--- src/rtl/clk_ratio_monitor_pkg.sv ---
// Shared types and helpers for the divided-clock ratio monitor.
// Holds the monitor FSM state encoding, the counter-width helper and the
// default synchronizer depth used by sync_edge_det.
package clk_mon_pkg;

  // Monitor FSM states.
  typedef enum logic [1:0] {
    IDLE    = 2'd0,
    MEASURE = 2'd1,
    LOCKED  = 2'd2
  } state_e;

  // Default number of synchronizer flops for an asynchronous level input.
  localparam int DEF_SYNC_STAGES = 2;

  // Width needed to hold a counter that saturates at max_period.
  function automatic int cnt_w(input int max_period);
    return $clog2(max_period + 1);
  endfunction

endpackage

--- src/rtl/clk_ratio_monitor_sync_edge_det.sv ---
// sync_edge_det: brings an asynchronous level into the clk domain through
// STAGES flops, keeps one extra delay flop, and reports the synchronized
// level plus a one-cycle rising-edge strobe (level=1 while delayed=0).
// Reusable by any monitor that watches a slow asynchronous toggle.
module sync_edge_det
  import clk_mon_pkg::*;
#(
  parameter int STAGES = DEF_SYNC_STAGES
) (
  input  logic clk,
  input  logic rst,
  input  logic din,
  output logic level,
  output logic rise
);

  logic [STAGES-1:0] sync_q;
  logic [STAGES-1:0] sync_d;
  logic              dly_q;
  logic              dly_d;

  // Shift the raw input into the synchronizer chain; delay flop trails the last stage.
  always_comb begin
    sync_d = {sync_q[STAGES-2:0], din};
    dly_d  = sync_q[STAGES-1];
  end

  // Synchronizer and delay registers, cleared by synchronous reset.
  always_ff @(posedge clk) begin
    if (rst) begin
      sync_q <= '0;
      dly_q  <= 1'b0;
    end else begin
      sync_q <= sync_d;
      dly_q  <= dly_d;
    end
  end

  assign level = sync_q[STAGES-1];
  assign rise  = sync_q[STAGES-1] & ~dly_q;

endmodule

--- src/rtl/clk_ratio_monitor.sv ---
// clk_ratio_monitor: samples a divided clock as data in the fast clk domain,
// measures its period and high time in clk cycles, asserts locked after
// LOCK_CNT consecutive in-tolerance periods and raises a sticky clk_lost
// flag when no rising edge arrives within MAX_PERIOD cycles.
// Status only: nothing here is ever used as a clock.
// Optional build macro CLK_RATIO_MONITOR_DUTY_CHECK_EN adds a duty-cycle
// check and the duty_err output; without it lock depends on period alone.
module clk_ratio_monitor
  import clk_mon_pkg::*;
#(
  parameter int EXP_RATIO   = 5,
  parameter int TOL         = 1,
  parameter int LOCK_CNT    = 4,
  parameter int MAX_PERIOD  = 64,
  parameter int SYNC_STAGES = DEF_SYNC_STAGES,
  parameter int CNT_W       = cnt_w(MAX_PERIOD)
) (
  input  logic             clk,
  input  logic             rst,
  input  logic             clk_in,
  output logic [CNT_W-1:0] period,
  output logic [CNT_W-1:0] high_time,
  output logic             meas_valid,
  output logic             locked,
  output logic             clk_lost
`ifdef CLK_RATIO_MONITOR_DUTY_CHECK_EN
  ,
  output logic             duty_err
`endif
);

  localparam int MW = $clog2(LOCK_CNT + 1);

  localparam logic [CNT_W-1:0] MAX_C  = CNT_W'(MAX_PERIOD);
  localparam logic [CNT_W-1:0] MAX_M1 = CNT_W'(MAX_PERIOD - 1);
  localparam logic [CNT_W-1:0] ONE_C  = CNT_W'(1);
  localparam logic [MW-1:0]    LOCK_M  = MW'(LOCK_CNT);
  localparam logic [MW-1:0]    LOCK_M1 = MW'(LOCK_CNT - 1);

  localparam logic signed [CNT_W+1:0] EXP_S = (CNT_W+2)'(EXP_RATIO);
  localparam logic signed [CNT_W+1:0] TOL_S = (CNT_W+2)'(TOL);

  // Counter step that sticks at MAX_PERIOD instead of wrapping.
  function automatic logic [CNT_W-1:0] sat_inc(input logic [CNT_W-1:0] v);
    return (v >= MAX_C) ? MAX_C : v + 1'b1;
  endfunction

  // True when the measured period is within +/-TOL of EXP_RATIO.
  function automatic logic period_ok(input logic [CNT_W-1:0] p);
    logic signed [CNT_W+1:0] diff;
    diff = $signed({2'b00, p}) - EXP_S;
    return (diff >= -TOL_S) && (diff <= TOL_S);
  endfunction

`ifdef CLK_RATIO_MONITOR_DUTY_CHECK_EN
  // True when high time lies in [p/2 - TOL, (p+1)/2 + TOL], integer halves.
  function automatic logic duty_ok(input logic [CNT_W-1:0] p,
                                   input logic [CNT_W-1:0] h);
    logic        [CNT_W+1:0] p_inc;
    logic signed [CNT_W+1:0] lo;
    logic signed [CNT_W+1:0] hi;
    logic signed [CNT_W+1:0] h_s;
    p_inc = {2'b00, p} + 1'b1;
    lo    = $signed({3'b000, p[CNT_W-1:1]}) - TOL_S;
    hi    = $signed({1'b0, p_inc[CNT_W+1:1]}) + TOL_S;
    h_s   = $signed({2'b00, h});
    return (h_s >= lo) && (h_s <= hi);
  endfunction
`endif

  logic rise;
  logic level;

  state_e           state_q,      state_d;
  logic [CNT_W-1:0] per_cnt_q,    per_cnt_d;
  logic [CNT_W-1:0] hi_cnt_q,     hi_cnt_d;
  logic [MW-1:0]    match_cnt_q,  match_cnt_d;
  logic [CNT_W-1:0] period_q,     period_d;
  logic [CNT_W-1:0] high_time_q,  high_time_d;
  logic             meas_valid_q, meas_valid_d;
  logic             locked_q,     locked_d;
  logic             clk_lost_q,   clk_lost_d;
  logic             match_ok;
`ifdef CLK_RATIO_MONITOR_DUTY_CHECK_EN
  logic             duty_err_q,   duty_err_d;
  logic             duty_bad;
`endif

  sync_edge_det #(
    .STAGES (SYNC_STAGES)
  ) u_sync (
    .clk   (clk),
    .rst   (rst),
    .din   (clk_in),
    .level (level),
    .rise  (rise)
  );

  // Next-state logic: counting, measurement capture, lock tracking and timeout.
  always_comb begin
    state_d      = state_q;
    per_cnt_d    = per_cnt_q;
    hi_cnt_d     = hi_cnt_q;
    match_cnt_d  = match_cnt_q;
    period_d     = period_q;
    high_time_d  = high_time_q;
    meas_valid_d = 1'b0;
    locked_d     = locked_q;
    clk_lost_d   = clk_lost_q;
    match_ok     = 1'b0;
`ifdef CLK_RATIO_MONITOR_DUTY_CHECK_EN
    duty_err_d   = duty_err_q;
    duty_bad     = 1'b0;
`endif

    case (state_q)
      IDLE: begin
        // Counters stay parked until the first edge; that edge only starts a period.
        per_cnt_d = '0;
        hi_cnt_d  = '0;
        if (rise) begin
          per_cnt_d  = ONE_C;
          hi_cnt_d   = ONE_C;
          clk_lost_d = 1'b0;
          state_d    = MEASURE;
        end
      end

      MEASURE, LOCKED: begin
        if (rise) begin
          // Close the running period; the edge cycle itself opens the next one as high.
          period_d     = per_cnt_q;
          high_time_d  = hi_cnt_q;
          meas_valid_d = 1'b1;
          per_cnt_d    = ONE_C;
          hi_cnt_d     = ONE_C;
          match_ok     = period_ok(per_cnt_q);
`ifdef CLK_RATIO_MONITOR_DUTY_CHECK_EN
          duty_bad     = !duty_ok(per_cnt_q, hi_cnt_q);
          duty_err_d   = duty_bad;
          match_ok     = match_ok && !duty_bad;
`endif
          if (match_ok) begin
            if (match_cnt_q >= LOCK_M1) begin
              match_cnt_d = LOCK_M;
              locked_d    = 1'b1;
              state_d     = LOCKED;
            end else begin
              match_cnt_d = match_cnt_q + 1'b1;
            end
          end else begin
            match_cnt_d = '0;
            locked_d    = 1'b0;
            state_d     = MEASURE;
          end
        end else if (per_cnt_q >= MAX_M1) begin
          // Counter would reach MAX_PERIOD with no edge: declare the clock lost.
          per_cnt_d   = '0;
          hi_cnt_d    = '0;
          match_cnt_d = '0;
          locked_d    = 1'b0;
          clk_lost_d  = 1'b1;
          state_d     = IDLE;
        end else begin
          per_cnt_d = sat_inc(per_cnt_q);
          if (level) begin
            hi_cnt_d = sat_inc(hi_cnt_q);
          end
        end
      end

      default: begin
        state_d = IDLE;
      end
    endcase
  end

  // State, counter and output registers with synchronous reset.
  always_ff @(posedge clk) begin
    if (rst) begin
      state_q      <= IDLE;
      per_cnt_q    <= '0;
      hi_cnt_q     <= '0;
      match_cnt_q  <= '0;
      period_q     <= '0;
      high_time_q  <= '0;
      meas_valid_q <= 1'b0;
      locked_q     <= 1'b0;
      clk_lost_q   <= 1'b0;
`ifdef CLK_RATIO_MONITOR_DUTY_CHECK_EN
      duty_err_q   <= 1'b0;
`endif
    end else begin
      state_q      <= state_d;
      per_cnt_q    <= per_cnt_d;
      hi_cnt_q     <= hi_cnt_d;
      match_cnt_q  <= match_cnt_d;
      period_q     <= period_d;
      high_time_q  <= high_time_d;
      meas_valid_q <= meas_valid_d;
      locked_q     <= locked_d;
      clk_lost_q   <= clk_lost_d;
`ifdef CLK_RATIO_MONITOR_DUTY_CHECK_EN
      duty_err_q   <= duty_err_d;
`endif
    end
  end

  assign period     = period_q;
  assign high_time  = high_time_q;
  assign meas_valid = meas_valid_q;
  assign locked     = locked_q;
  assign clk_lost   = clk_lost_q;
`ifdef CLK_RATIO_MONITOR_DUTY_CHECK_EN
  assign duty_err   = duty_err_q;
`endif

endmodule
--- config.mk ---
export PLATFORM = sky130hd
export DESIGN_NAME = clk_ratio_monitor
export DESIGN_NICKNAME = d
export VERILOG_FILES = /design/src/rtl/clk_ratio_monitor_pkg.sv /design/src/rtl/clk_ratio_monitor_sync_edge_det.sv /design/src/rtl/clk_ratio_monitor.sv
export SDC_FILE = /design/constraint.sdc
export NUM_CORES = 1
export LEC_CHECK = 0
export CORE_MARGIN = 1.5
export CORE_UTILIZATION = 45
export DETAILED_ROUTE_END_ITERATION = 12
export HOLD_SLACK_MARGIN = 0.03
export PLACE_DENSITY = 0.68
export SYNTH_ARGS = -nofsm -noshare
export SYNTH_HDL_FRONTEND = slang
export SYNTH_SLANG_ARGS = --single-unit
--- constraint.sdc ---
create_clock -name clk -period 2.3 [get_ports clk]
set_clock_uncertainty 0.1 [all_clocks]
set_input_delay 0.69 -clock clk [delete_from_list [all_inputs] [get_ports clk]]
set_output_delay 0.69 -clock clk [all_outputs]
set_load 0.01 [all_outputs]
==> results.sh <==
export IMPL_grt_pass1_vias=1429
export IMPL_ys_types=53
export IMPL_crit_type="reg -> out"
export IMPL_synthFlopType="dfxtp_1"
export IMPL_globalRoute_busiestLayer="met2"
export IMPL_place_congestion=0.7715
export IMPL_ios=20
export IMPL_timing_final_crit_share=0.8497
export IMPL_postRouteAntennaNets=0
export IMPL_cp_depth=1
export IMPL_synth_nets=241
export IMPL_setup_viol=0
export IMPL_setup_ws_ns=0.3458
export IMPL_p_leak_uw=0.0008705
export IMPL_grt_max_degree=34
export IMPL_dpl_cell_area_um2=2201
export IMPL_place_hpwl_um=2689
export IMPL_layout_common_cells="dfxtp_1, nand2_1, a21oi_1, clkdlybuf4s50_1, nor2_1"
export IMPL_wl_per_cell_um=12.84
export IMPL_start_util=0.4749
export IMPL_max_freq_mhz=511.7
export IMPL_hold_depth=2
export IMPL_synth_edf_count=0
export IMPL_clk_pin_slew_worst_paths_ns=0.07
export IMPL_status="finished clean"
export IMPL_cts_sinks=39
export IMPL_hp_class="reg -> reg"
export IMPL_firstDrtPassIters=4
export IMPL_die_area_um2=4716
export IMPL_first_iter_violations=80
export IMPL_critPathMaxFanout=2
export IMPL_cp_slowest_cell="clkdlybuf4s50_1"
export IMPL_worstMarginPinSlew_ns=0.5158
export IMPL_cts_path_max_buffers=2
export IMPL_ys_seq_area_frac=0.4023
export IMPL_cp_top_family="buffers and inverters"
export IMPL_layout_commonest_cell="dfxtp_1"
export IMPL_critPathMaxStageDelay_ns=0.54
export IMPL_hold_viol=0
export IMPL_syn_to_final_growth_pct=17.60
export IMPL_place_ws_ns=0.1512
export IMPL_fin_nets=262
export IMPL_synth_area_um2=1941
export IMPL_root_buffer="clkbuf_8"
export IMPL_synth_top_family_by_area="simple AND/OR/NAND/NOR gates"
export IMPL_grtUsageMet1=0.2355
export IMPL_cp_cell_sequence="clkdlybuf4s50_1"
export IMPL_total_power_uw=1218
export IMPL_cp_start_kind="flip-flop"
export IMPL_r2r_cells=7
export IMPL_routed_via_density=5.331
export IMPL_grt_util_met2=0.2849
export IMPL_maxCapViolCount=0
export IMPL_diodes=0
export IMPL_slew_headroom=0.6535
export IMPL_cts_repair_resized=0
export IMPL_layout_drive_gt1_share=0.1004
export IMPL_port_buffers=19
export IMPL_rsz0062_at_grt="no"
export IMPL_path_buf_inv=1
export IMPL_crit_arrival_ns=1.16
export IMPL_routed_wl_um=3838
export IMPL_crit_required_ns=1.51
export IMPL_synth_xor_area_share=0.01805
export IMPL_synth_compound_area_frac=0.2076
export IMPL_power_density_nw_per_um2=533.7
export IMPL_grt_pass1_wl_um=6368
export IMPL_async_reset_ff_frac=0
export IMPL_multi_input_area_um2=1042
export IMPL_final_cell_area_um2=2282
export IMPL_finalSetupTns_ns=0
export IMPL_clkLatencyLatePin_ns=0.29
export IMPL_synth_simple_area_share=0.2302
export IMPL_antenna_found_initial=0
export IMPL_drc=0
export IMPL_synth_fa_ha_area_frac=0.07092
export IMPL_h_tree_depth=2
export IMPL_synthMuxAreaShare=0.01032
export IMPL_stdcell_count=299
export IMPL_gr_total_overflow=0
export IMPL_use_met3=0.05519
export IMPL_drv_slew=0
export IMPL_core_um2=4086
export IMPL_die_y_um=68.67
export IMPL_cts_hold_buf=0
export IMPL_grtUsageTotal=0.1818
export IMPL_synthCells=227
export IMPL_cp_end_kind="output port"
export IMPL_ys_seq_elements=39
export IMPL_rows=23
export IMPL_finalCriticalPeriod_ns=1.954
export IMPL_regArea_um2=780.7
export IMPL_ir_worst_vdd_mv=0.3428
export IMPL_die_x_um=68.67
export IMPL_avgSynthCellArea_um2=8.549
export IMPL_fill_cells=396
export IMPL_cts_buffers_inserted=5
export IMPL_postCtsSetupBuffers=0
export IMPL_yosysWarnings=0
export IMPL_tritoncts="yes"
export IMPL_vias=1594
export IMPL_place_inst=291
[routing by layer]
layer | up-vias | share of wire | routed length, µm
met5 | - | 0 | 0
met4 | 0 | 0.0096 | 37
met3 | 4 | 0.039 | 149
met2 | 33 | 0.45 | 1718
met1 | 729 | 0.50 | 1932
li1 | 828 | - | -
[area by class of cell]
| class | instances | share of cell area |
|---|---|---|
| repair buffers | 28 | 0.1184 |
| well taps | 50 | 0.02741 |
| flip-flops and latches | 39 | 0.3421 |
| inverters | 12 | 0.01974 |
| clock inverters | 1 | 0.002193 |
| clock buffers | 7 | 0.03344 |
| multi-input cells | 162 | 0.4567 |
[Yosys cell counts (2+ instances only)]
master,n,share of area
buf_4,2,0.0077
mux2i_1,2,0.010
nand4_1,5,0.016
dfxtp_1,39,0.40
nand3b_1,4,0.015
nor3_1,3,0.0077
ha_1,11,0.071
a21oi_1,21,0.054
o21ai_0,6,0.015
clkbuf_1,6,0.012
a31oi_1,4,0.013
nand2b_1,2,0.0064
inv_1,12,0.023
nand3_1,2,0.0052
nor2_1,18,0.035
o21bai_1,2,0.0077
buf_2,4,0.010
a211oi_1,5,0.019
xor2_1,4,0.018
o32ai_1,2,0.0090
nand2_1,37,0.072
nor2b_1,5,0.016
[final timing paths]
path	to	slack [ns]	start
worst max register to register	state_q[0]$_SDFFE_PP0P_	0.44	per_cnt_q[0]$_SDFFE_PP0P_
worst min register to register	high_time[5]$_SDFFE_PP0P_	0.36	high_time[5]$_SDFFE_PP0P_
worst min-delay path	high_time[5]$_SDFFE_PP0P_	0.36	high_time[5]$_SDFFE_PP0P_
worst max-delay path	period[4]	0.35	period[4]$_SDFFE_PP0P_
[cell families after synthesis]
| group | count (synthesis) |
|---|---|
| AO/OA/AOI/OAI | 57 |
| XOR/XNOR | 4 |
| adder cells (fa/ha/maj) | 11 |
| buffers and inverters | 26 |
| flip-flops | 39 |
| multiplexers | 2 |
| AND/OR/NAND/NOR | 88 |
[state kept, by name (all words and copies together) (netlist names), 2 cells and up]
| register | cells |
|---|---|
| hi_cnt_q | 7 |
| high_time | 7 |
| match_cnt_q | 3 |
| per_cnt_q | 7 |
| period | 7 |
| state_q | 2 |
| u_sync.sync_q | 2 |
[report_power, final]
| part | switching (µW) | internal, µW |
|---|---|---|
| Clock | 242 | 213 |
| Sequential | 5.15 | 680 |
| Combinational | 45.4 | 32.7 |
[stage by stage]
step / hold WS, ns / utilization
after floorplan: 0.3138 / -
after global placement: 0.3430 / 0.5386
after detailed placement: 0.3465 / 0.5386
after CTS: 0.3566 / 0.5585
after global routing: 0.3678 / 0.5585
final: 0.3552 / 0.5585
Note: power is estimated with default switching activity, not from simulation.
